<file path="src/rtl/cell_pos_reader.sv">
// Read-side controller for one cell position memory.
// On start it reads the particle count at address 0, then streams the
// {posz,posy,posx} words at addresses 1..N out over a valid/ready port.
// The memory is single-port with a fixed read latency. A small output FIFO
// absorbs consumer backpressure.
//
// Ports:
//   clk, rst_n      clock, asynchronous active-low reset
//   start           one-cycle request to stream the cell (ignored while busy)
//   busy, done      stream in progress / one-cycle completion pulse
//   particle_count  clamped count read from address 0
//   count_err       sticky: raw count exceeded PARTICLE_NUM-1 (cleared by start)
//   mem_addr/rden   registered memory read request; mem_wren is tied low
//   mem_q           memory read data, valid RD_LATENCY cycles after mem_rden
//   out_*           position word, source address, valid/ready handshake
//
// state    | meaning
// IDLE     | waiting for start
// RD_CNT   | issue the read of address 0 (particle count)
// WAIT_CNT | wait for the count word; latch it and issue address 1 if N>0
// STREAM   | issue addresses 2..N as buffer room allows
// DRAIN    | wait for in-flight reads and the FIFO to empty (also used when N=0)
// DONE     | pulse done for one cycle
module cell_pos_reader #(
    parameter int DATA_WIDTH   = 96,
    parameter int ADDR_WIDTH   = 8,
    parameter int PARTICLE_NUM = 220,
    parameter int RD_LATENCY   = 2,
    parameter int FIFO_DEPTH   = 4
) (
    input  logic                  clk,
    input  logic                  rst_n,
    input  logic                  start,
    output logic                  busy,
    output logic                  done,
    output logic [ADDR_WIDTH-1:0] particle_count,
    output logic                  count_err,
    output logic [ADDR_WIDTH-1:0] mem_addr,
    output logic                  mem_rden,
    output logic                  mem_wren,
    input  logic [DATA_WIDTH-1:0] mem_q,
    output logic [DATA_WIDTH-1:0] out_data,
    output logic [ADDR_WIDTH-1:0] out_pid,
    output logic                  out_valid,
    input  logic                  out_ready
);
    localparam int PW = (FIFO_DEPTH > 1) ? $clog2(FIFO_DEPTH) : 1;
    localparam int CW = $clog2(FIFO_DEPTH + RD_LATENCY + 2);
    localparam logic [ADDR_WIDTH-1:0] MAX_CNT = ADDR_WIDTH'(PARTICLE_NUM - 1);

    generate
        if (FIFO_DEPTH < RD_LATENCY + 1) begin : g_depth_check
            $error("cell_pos_reader: FIFO_DEPTH must be at least RD_LATENCY+1");
        end
    endgenerate

    typedef enum logic [2:0] {IDLE, RD_CNT, WAIT_CNT, STREAM, DRAIN, DONE} state_t;
    state_t state, state_nx;

    logic [ADDR_WIDTH-1:0] next_addr;
    logic [RD_LATENCY-1:0] tag_v;
    logic [ADDR_WIDTH-1:0] tag_pid [RD_LATENCY];
    logic [DATA_WIDTH-1:0] fifo_data [FIFO_DEPTH];
    logic [ADDR_WIDTH-1:0] fifo_pid  [FIFO_DEPTH];
    logic [PW-1:0]         wr_ptr, rd_ptr;
    logic [CW-1:0]         fifo_cnt, inflight, load;

    logic                  pop, push, cnt_arrive, room, cnt_over;
    logic [31:0]           raw_cnt;
    logic [ADDR_WIDTH-1:0] cnt_clamped;
    logic                  issue, latch_cnt, clr_err;
    logic [ADDR_WIDTH-1:0] issue_addr;

    assign mem_wren  = 1'b0;
    assign busy      = (state != IDLE) && (state != DONE);
    assign done      = (state == DONE);
    assign out_valid = (fifo_cnt != '0);
    assign out_data  = fifo_data[rd_ptr];
    assign out_pid   = fifo_pid[rd_ptr];

    // Reads still on their way: the one being presented to memory plus every
    // tagged pipeline stage (the last stage is pushed at the coming edge).
    always_comb begin
        inflight = CW'(mem_rden);
        for (int i = 0; i < RD_LATENCY; i++) begin
            inflight = inflight + CW'(tag_v[i]);
        end
    end

    assign pop        = out_valid && out_ready;
    assign push       = tag_v[RD_LATENCY-1] && (tag_pid[RD_LATENCY-1] != '0);
    assign cnt_arrive = tag_v[RD_LATENCY-1] && (tag_pid[RD_LATENCY-1] == '0);
    // Occupancy after this cycle's pop; crediting the pop keeps one word per
    // cycle with the consumer always ready, yet FIFO entries + reads in flight
    // never exceed FIFO_DEPTH.
    assign load = fifo_cnt + inflight - CW'(pop);
    assign room = (load < CW'(FIFO_DEPTH));

    assign raw_cnt     = mem_q[31:0];
    assign cnt_over    = (raw_cnt > 32'(PARTICLE_NUM - 1));
    assign cnt_clamped = cnt_over ? MAX_CNT : raw_cnt[ADDR_WIDTH-1:0];

    always_comb begin
        state_nx   = state;
        issue      = 1'b0;
        issue_addr = next_addr;
        latch_cnt  = 1'b0;
        clr_err    = 1'b0;
        case (state)
            IDLE: begin
                if (start) begin
                    state_nx = RD_CNT;
                    clr_err  = 1'b1;
                end
            end
            RD_CNT: begin
                issue      = 1'b1;
                issue_addr = '0;
                state_nx   = WAIT_CNT;
            end
            WAIT_CNT: begin
                if (cnt_arrive) begin
                    latch_cnt = 1'b1;
                    if (cnt_clamped == '0) begin
                        state_nx = DRAIN;
                    end else begin
                        // Issue address 1 straight from the count word so the
                        // stream starts without an idle cycle.
                        issue      = 1'b1;
                        issue_addr = ADDR_WIDTH'(1);
                        state_nx   = (cnt_clamped == ADDR_WIDTH'(1)) ? DRAIN : STREAM;
                    end
                end
            end
            STREAM: begin
                if (room) begin
                    issue = 1'b1;
                    if (next_addr == particle_count) state_nx = DRAIN;
                end
            end
            DRAIN: begin
                if ((inflight == '0) &&
                    ((fifo_cnt == '0) || ((fifo_cnt == CW'(1)) && pop))) begin
                    state_nx = DONE;
                end
            end
            DONE: begin
                state_nx = IDLE;
                if (start) begin
                    state_nx = RD_CNT;
                    clr_err  = 1'b1;
                end
            end
            default: state_nx = IDLE;
        endcase
    end

    always_ff @(posedge clk or negedge rst_n) begin
        if (!rst_n) begin
            state          <= IDLE;
            mem_rden       <= 1'b0;
            mem_addr       <= '0;
            next_addr      <= '0;
            particle_count <= '0;
            count_err      <= 1'b0;
        end else begin
            state    <= state_nx;
            mem_rden <= issue;
            if (issue) begin
                mem_addr  <= issue_addr;
                next_addr <= issue_addr + ADDR_WIDTH'(1);
            end
            if (latch_cnt) particle_count <= cnt_clamped;
            if (clr_err) begin
                count_err <= 1'b0;
            end else if (latch_cnt && cnt_over) begin
                count_err <= 1'b1;
            end
        end
    end

    always_ff @(posedge clk or negedge rst_n) begin
        if (!rst_n) begin
            tag_v <= '0;
            for (int i = 0; i < RD_LATENCY; i++) tag_pid[i] <= '0;
        end else begin
            tag_v      <= {tag_v[RD_LATENCY-2:0], mem_rden};
            tag_pid[0] <= mem_addr;
            for (int i = 1; i < RD_LATENCY; i++) tag_pid[i] <= tag_pid[i-1];
        end
    end

    always_ff @(posedge clk or negedge rst_n) begin
        if (!rst_n) begin
            wr_ptr   <= '0;
            rd_ptr   <= '0;
            fifo_cnt <= '0;
            for (int i = 0; i < FIFO_DEPTH; i++) begin
                fifo_data[i] <= '0;
                fifo_pid[i]  <= '0;
            end
        end else begin
            if (push) begin
                fifo_data[wr_ptr] <= mem_q;
                fifo_pid[wr_ptr]  <= tag_pid[RD_LATENCY-1];
                wr_ptr <= (wr_ptr == PW'(FIFO_DEPTH - 1)) ? '0 : wr_ptr + PW'(1);
            end
            if (pop) begin
                rd_ptr <= (rd_ptr == PW'(FIFO_DEPTH - 1)) ? '0 : rd_ptr + PW'(1);
            end
            fifo_cnt <= fifo_cnt + CW'(push) - CW'(pop);
        end
    end
endmodule

</file>
<file path="config.mk">
export PLATFORM = sky130hd
export DESIGN_NAME = cell_pos_reader
export DESIGN_NICKNAME = d
export VERILOG_FILES = /design/src/rtl/cell_pos_reader.sv
export SDC_FILE = /design/constraint.sdc
export NUM_CORES = 1
export LEC_CHECK = 0
export ABC_AREA = 1
export CAP_MARGIN = 10
export CELL_PAD_IN_SITES_DETAIL_PLACEMENT = 0
export CELL_PAD_IN_SITES_GLOBAL_PLACEMENT = 1
export CORE_UTILIZATION = 49
export DETAILED_ROUTE_END_ITERATION = 12
export MAX_ROUTING_LAYER = met4
export PLACE_DENSITY_LB_ADDON = 0.1
export SYNTH_ARGS = -nofsm -noshare
export SYNTH_HDL_FRONTEND = slang
export SYNTH_SLANG_ARGS = --single-unit
</file>
<file path="constraint.sdc">
create_clock -name clk -period 5.4 [get_ports clk]
set_input_delay 0.81 -clock clk [delete_from_list [all_inputs] [get_ports clk]]
set_output_delay 0.81 -clock clk [all_outputs]
set_load 0.005 [all_outputs]
</file>
==> results of run 1 <==
==> power by group <==
part           total [uW]  internal, uW  switching, uW
clock network        3350          1980           1370
logic                7030          3790           3240
registers            6160          5190            975
==> metal layers <==
layer	GRT usage	routed length [um]
met3	0.0391	2050
met2	0.386	23500
met4	0.0483	652
met1	0.329	23500
met5	-	0
==> metrics by stage <==
stage                     hold WS (ns)  cells  setup WS (ns)
after floorplan                  0.331   1789           2.60
after global placement           0.333   2449           1.83
after detailed placement         0.336   2449           1.80
after CTS                        0.176   2541           1.17
after global routing             0.193   2541           1.01
final                            0.175   2541           1.23
==> kinds of logic (layout without fill, tap and decap cells) <==
| logic type | after synthesis | count (layout) | share of synthesized area |
|---|---|---|---|
| other | 1 | 1 | 0.000180 |
| buffers and inverters | 160 | 373 | 0.0317 |
| AO/OA/AOI/OAI | 358 | 358 | 0.0952 |
| multiplexers | 400 | 400 | 0.217 |
| AND/OR/NAND/NOR | 374 | 374 | 0.0766 |
| adder cells (fa/ha/maj) | 13 | 13 | 0.00854 |
| flip-flops | 470 | 470 | 0.566 |
| XOR/XNOR | 13 | 13 | 0.00548 |
==> synthesized netlist by cell type, types with 11 or more instances <==
| master | instances |
|---|---|
| dfrtp_1 | 470 |
| mux2_2 | 396 |
| nor2_1 | 240 |
| o21ai_0 | 224 |
| o22ai_1 | 104 |
| clkbuf_1 | 85 |
| nand2_1 | 81 |
| inv_1 | 38 |
| buf_2 | 30 |
| o21a_1 | 18 |
| nand3_1 | 15 |
| ha_1 | 11 |
==> sequential cells by signal (all words and copies together) (netlist names) <==
register	count
tag_v	2
next_addr	8
state	3
mem_addr	8
fifo_data	384
fifo_cnt	3
wr_ptr	2
particle_count	8
mem_rden	1
rd_ptr	2
fifo_pid	32
count_err	1
tag_pid	16
==> final cells by class <==
class                      instances  area [sq um]  area share
clock buffer                      83          1580      0.0630
clock inverter                     9          45.0     0.00180
inverter                          40           159     0.00634
multi-input combinational       1159          8390       0.335
sequential                       470         11800       0.470
tap                              539           674      0.0269
timing repair buffer             241          2440      0.0973
==> worst register-to-register path, cell delays in order, from the launching register on <==
cell,delay (ns)
dfrtp_1,0.44
fa_1,0.56
inv_1,0.06
ha_1,0.17
inv_1,0.05
ha_1,0.21
a21o_1,0.19
xor2_1,0.18
nor3_1,0.54
nor2_8,0.16
inv_4,0.19
nand3_1,0.11
o21a_1,0.12
==> worst paths after layout <==
path	slack, ns	cells after the start	to
worst max-delay path	1.23	4	out_data[6]
worst min-delay path	0.17	1	fifo_data[323]
worst max register to register	2.34	12	mem_addr[0]
worst min register to register	0.34	0	tag_pid[2]
max in group asynchronous	4.02	2	fifo_data[149]
min in group clk	0.34	0	tag_pid[2]
==> summary.md, run 1 <==
| Metric | Value |
|---|---|
| Core ar. | 41900 sq um |
| Worst-skew pair later-pin latency | 0.58 ns |
| Area of the mapped netlist | 20800 sq um |
| Post-synth top flop | dfrtp_1 |
| Initial core utilization | 0.497 |
| Setup crit end kind | output port |
| Initial antenna violation count | 0 |
| Clock-pin slew on the worst setup and hold paths | 0.06 ns |
| Sequential area share after synthesis | 0.566 |
| Port Buf Inserts | 224 |
| Total gr overflow | 0 |
| Finished Core Util | 0.599 |
| Critical path arrival | 3.36 ns |
| RSZ-0062 raised after global routing | no |
| Final instance area | 25100 sq um |
| Crit. Startpoint | rd_ptr[0] |
| CTS tree | done |
| Worst slew pin tran | 1.05 ns |
| PD cells | 660 nW/um^2 |
| Commonest non-fill, non-tap cells in the layout | 468 x dfrtp_1, 396 x mux2_2, 240 x nor2_1 |
| Via Count | 14200 |
| Peak Freq | 0.240 GHz |
| Clock Skew | 0.0115 ns |
| DRC viols | 0 |
| Post-synth EDFFs | 0 |
| FF-to-FF Start | mem_rden |
| Max incr delay on CP | 0.81 ns |
| Syn. warnings | 0 |
| Post-synth ARST share | 1.00 |
| Routed len/inst | 19.6 um |
| First-pass GRT wire length | 80.9 mm |
| Status | finished, final reports clean |
| Sink Count | 470 |
| Fin. max-slew vios | 0 |
| Power Total | 16500 uW |
| GRT Util Overall | 0.242 |
| Top-area cell type share of the netlist area | 0.566 |
| H-tree depth | 2 |
| Cell family with most CP delay | buffers and inverters |
| Post-CTS Hold Fix Bufs | 0 |
| Final Hold Fails | 0 |
| PostCTS Resize Cnt | 0 |
| N_diodes | 0 |
| Die span in y | 208 um |
| Post-CTS setup buffers | 0 |
| Boundary Pins | 226 |
| Num rows | 75 |
| Cell with the largest stage delay on the worst path | dfrtp_4 |
| Total wire length | 49.7 mm |
| Nets | 2076 |
| Number of global-route vias before repair | 14600 |
| Clock buffer depth | 3 |
| First DRT Iteration DRCs | 805 |
| Data required, critical path | 4.59 ns |
| Routability Congestion | 0.835 |
| Synth Net Count | 1902 |
| Post-Synthesis Cells | 1789 |
| Largest net degree at the start of global routing | 139 |
| Type of origin of the critical path | flop |
| Routed Antenna Nets | 0 |
| DR pass1 iterations | 5 |
| WP buf/inv | 2 |
| Fin Setup TNS | 0 ns |
| Layout cells sized above 1 | 0.259 |
| Critical path, cell by cell | buf_4, o21ai_0, o22ai_1, clkdlybuf4s50_1 |
| Die X | 208 um |
| Worst VDD drop | 431 uV |
| Clock root cell | clkbuf_16 |
| CTS buffer count | 51 |
| Final period util | 0.771 |
| Final setup fails | 0 |
| Worst min path class | input pin to async pin |
| Die area | 43300 sq um |
| Area delta synth->final | 20.5% |
| Setup CP Type | flop to output port |
| Yosys top cell by area | dfrtp_1 |
| Worst rel slew slack | 0.299 |
| Critical-path maximum fanout | 89 |
| Synth area leaders | dfrtp_1 57%, mux2_2 21%, o21ai_0 5.4%, nor2_1 4.3%, o22ai_1 3.1% |
| Fillers | 3436 |
| Vias per inst | 5.59 |
| Commonest non-fill, non-tap cell in the layout | dfrtp_1 |
| Static Leak | 0.0106 uW |
| Yosys reg bits | 470 |
| Mapped Avg Cell Area | 11.6 sq um |
| Fin crit period | 4.17 ns |
| Netlist cell types | 39 |
| Number of max-cap violations | 0 |
| Post-DP HPWL | 28.5 mm |
| Placed Area | 23400 sq um |
No activity file was read; power rests on OpenSTA's default activity.
==> run 2: changes to the inputs <==
- CORE_UTILIZATION: 49 -> 41
- clock period: 5.4 -> 3.75 ns (I/O delays scaled with it)
==> run 2 against run 1 <==
Compared with the run above: worst hold slack improved by 0.17 ns; register-to-register slack got worse by 1.7 ns; sequential cell count did not move; highest routed layer unchanged; largest cell class unchanged.
==> summary.md, run 2 (same netlist as run 1, synthesis figures left out) <==
| Metric | Value |
|---|---|
| Peak Freq | 0.303 GHz |
| Via Count | 14300 (was 14200) |
| Worst VDD drop | 535 uV (was 431 uV) |
| Clock Skew | 0.0231 ns (was 0.0115 ns) |
| Die span in y | 227 um (was 208 um) |
| Vias per inst | 5.30 (was 5.59) |
| Finished Core Util | 0.513 (was 0.599) |
| Crit. Startpoint | rd_ptr[0] (unchanged) |
| Nets | 2090 (was 2076) |
| Critical-path maximum fanout | 47 (was 89) |
| Worst-skew pair later-pin latency | 0.60 ns (was 0.58 ns) |
| GRT Util Overall | 0.217 (was 0.242) |
| Static Leak | 0.0108 uW (was 0.0106 uW) |
| Num rows | 82 (was 75) |
| Fin. max-slew vios | 0 (unchanged) |
| Cell family with most CP delay | buffers and inverters (unchanged) |
| Worst rel slew slack | 0.211 (was 0.299) |
| Area delta synth->final | 23.5% (was 20.5%) |
| Largest net degree at the start of global routing | 109 (was 139) |
| Clock buffer depth | 3 (unchanged) |
| Critical path arrival | 2.74 ns (was 3.36 ns) |
| DRC viols | 0 (unchanged) |
| Layout cells sized above 1 | 0.267 (was 0.259) |
| Max reg flops | 384 (unchanged) |
| Type of origin of the critical path | flop (unchanged) |
| Sink Count | 470 (unchanged) |
| Critical path, cell by cell | inv_6, buf_4, o21ai_0, o22ai_1, clkdlybuf4s50_1 (was buf_4, o21ai_0, o22ai_1, clkdlybuf4s50_1) |
| Fin crit period | 3.30 ns |
| Number of global-route vias before repair | 14800 (was 14600) |
| H-tree depth | 2 (unchanged) |
| Setup crit end kind | output port (unchanged) |
| Post-CTS setup buffers | 0 (unchanged) |
| Crit path capture | out_data[43] (was out_data[6]) |
| Worst slew pin tran | 1.18 ns (was 1.05 ns) |
| Top flop regs | fifo_data (384), fifo_pid (32), tag_pid (16) (unchanged) |
| Commonest non-fill, non-tap cell in the layout | dfrtp_1 (unchanged) |
| Total wire length | 53.3 mm (was 49.7 mm) |
| RSZ-0062 raised after global routing | no (unchanged) |
| Status | finished, final reports clean (unchanged) |
| Worst R2R End | fifo_data[80] (was mem_addr[0]) |
| PD cells | 963 nW/um^2 (was 660 nW/um^2) |
| Core ar. | 50100 sq um (was 41900 sq um) |
| First DRT Iteration DRCs | 657 (was 805) |
| Routed len/inst | 19.8 um (was 19.6 um) |
| WP buf/inv | 3 (was 2) |
| Setup CP Type | flop to output port (unchanged) |
| CTS tree | done (unchanged) |
| Routability Congestion | 0.790 (was 0.835) |
| Post-DP HPWL | 31.5 mm (was 28.5 mm) |
| Top reg by flops | fifo_data (unchanged) |
| CTS buffer count | 52 (was 51) |
| N_diodes | 0 (unchanged) |
| First-pass GRT wire length | 84.4 mm (was 80.9 mm) |
| Cell with the largest stage delay on the worst path | clkdlybuf4s50_1 (was dfrtp_4) |
| Reg2Reg Depth | 6 (was 12) |
| Die X | 227 um (was 208 um) |
| Initial core utilization | 0.415 (was 0.497) |
| Initial antenna violation count | 0 (unchanged) |
| Boundary Pins | 226 (unchanged) |
| FF-to-FF Start | tag_pid[0] (was mem_rden) |
| Total gr overflow | 0 (unchanged) |
| Fin Setup TNS | 0 ns (unchanged) |
| Die area | 51600 sq um (was 43300 sq um) |
| DR pass1 iterations | 5 (unchanged) |
| Max incr delay on CP | 0.56 ns (was 0.81 ns) |
| Data required, critical path | 3.19 ns (was 4.59 ns) |
| Clock root cell | clkbuf_16 (unchanged) |
| Clock-pin slew on the worst setup and hold paths | 0.06 ns (about the same) |
| FF/Latch Area | 11800 sq um (unchanged) |
| Final Hold Fails | 0 (unchanged) |
| Final setup fails | 0 (unchanged) |
| Worst min path class | flop to flop (was input pin to async pin) |
| Total stage count of the critical path | 5 (was 4) |
| Port Buf Inserts | 224 (unchanged) |
| Number of max-cap violations | 0 (unchanged) |
| Final period util | 0.880 |
| Commonest non-fill, non-tap cells in the layout | 468 x dfrtp_1, 396 x mux2_2, 240 x nor2_1 (unchanged) |
| Routed Antenna Nets | 0 (unchanged) |
| Area of the multi-input gates | 8390 sq um (unchanged) |
| Fillers | 4550 (was 3436) |
| Setup slack, reg-to-reg | 0.63 ns (was 2.34 ns) |
==> run 2: cell types whose count changed in the layout (fill, tap and decap cells not counted), moves of 4 or more <==
cell        change
bufinv_16       +8
buf_12         +10
clkbuf_1        -4
clkinvlp_4      +4
clkinv_2        -4
==> run 2: layer usage <==
metal	track usage	vias up	part of all wire
met5	-	-	0
met4	0.0494	0	0.016
met3	0.0386	63	0.042
met2	0.339	235	0.47
met1	0.294	7313	0.47
li1	-	6649	-
==> run 2: worst reg2reg max path: cells and delay by family, from the launching register on <==
family / cells / cell delay (ns)
and+or+nand+nor: 4 / 1.36
DFF: 1 / 0.44
buffers and inverters: 1 / 0.76
muxes: 1 / 0.43
==> run 2: worst min-delay path by stage <==
| stage | from | to | cells after the start |
|---|---|---|---|
| global route | tag_pid[13] | tag_pid[5] | 0 |
| finish | tag_pid[10] | tag_pid[2] | 0 |
| global placement | tag_pid[9] | tag_pid[1] | 0 |
| detailed placement | tag_pid[11] | tag_pid[3] | 0 |
| CTS | tag_pid[11] | tag_pid[3] | 0 |
| floorplan | rst_n | count_err | 0 |
==> run 2: layout make-up <==
cell class / instances / area share
Sequential cell: 470 / 0.458
Clock buffer: 77 / 0.0598
Multi-Input combinational cell: 1159 / 0.327
Timing Repair Buffer: 254 / 0.104
Clock inverter: 20 / 0.0125
Inverter: 40 / 0.00619
Tap cell: 672 / 0.0327
==> run 2: report_power, final <==
part           internal (uW)  switching (uW)
Clock                   3390            2090
Combinational           5580            5010
Sequential              7470            1190
==> run 2: what timing repair did <==
item	CTS	global route
gates resized for setup	0	0
hold buffers	1	0
endpoints found under the hold margin	64	0
==> run 2: per-stage QoR <==
step	std cells	setup slack [ns]	hold slack [ns]	total power (uW)	area (sq um)
6_report	2692	0.451	0.347	24700	25700
5_1_grt	2692	0.287	0.353	26500	25700
4_1_cts	2692	0.374	0.350	25100	25700
3_5_place_dp	2594	0.353	0.337	19500	23800
2_1_floorplan	1789	0.960	0.267	14800	20800
3_3_place_gp	2594	0.422	0.332	19300	23800
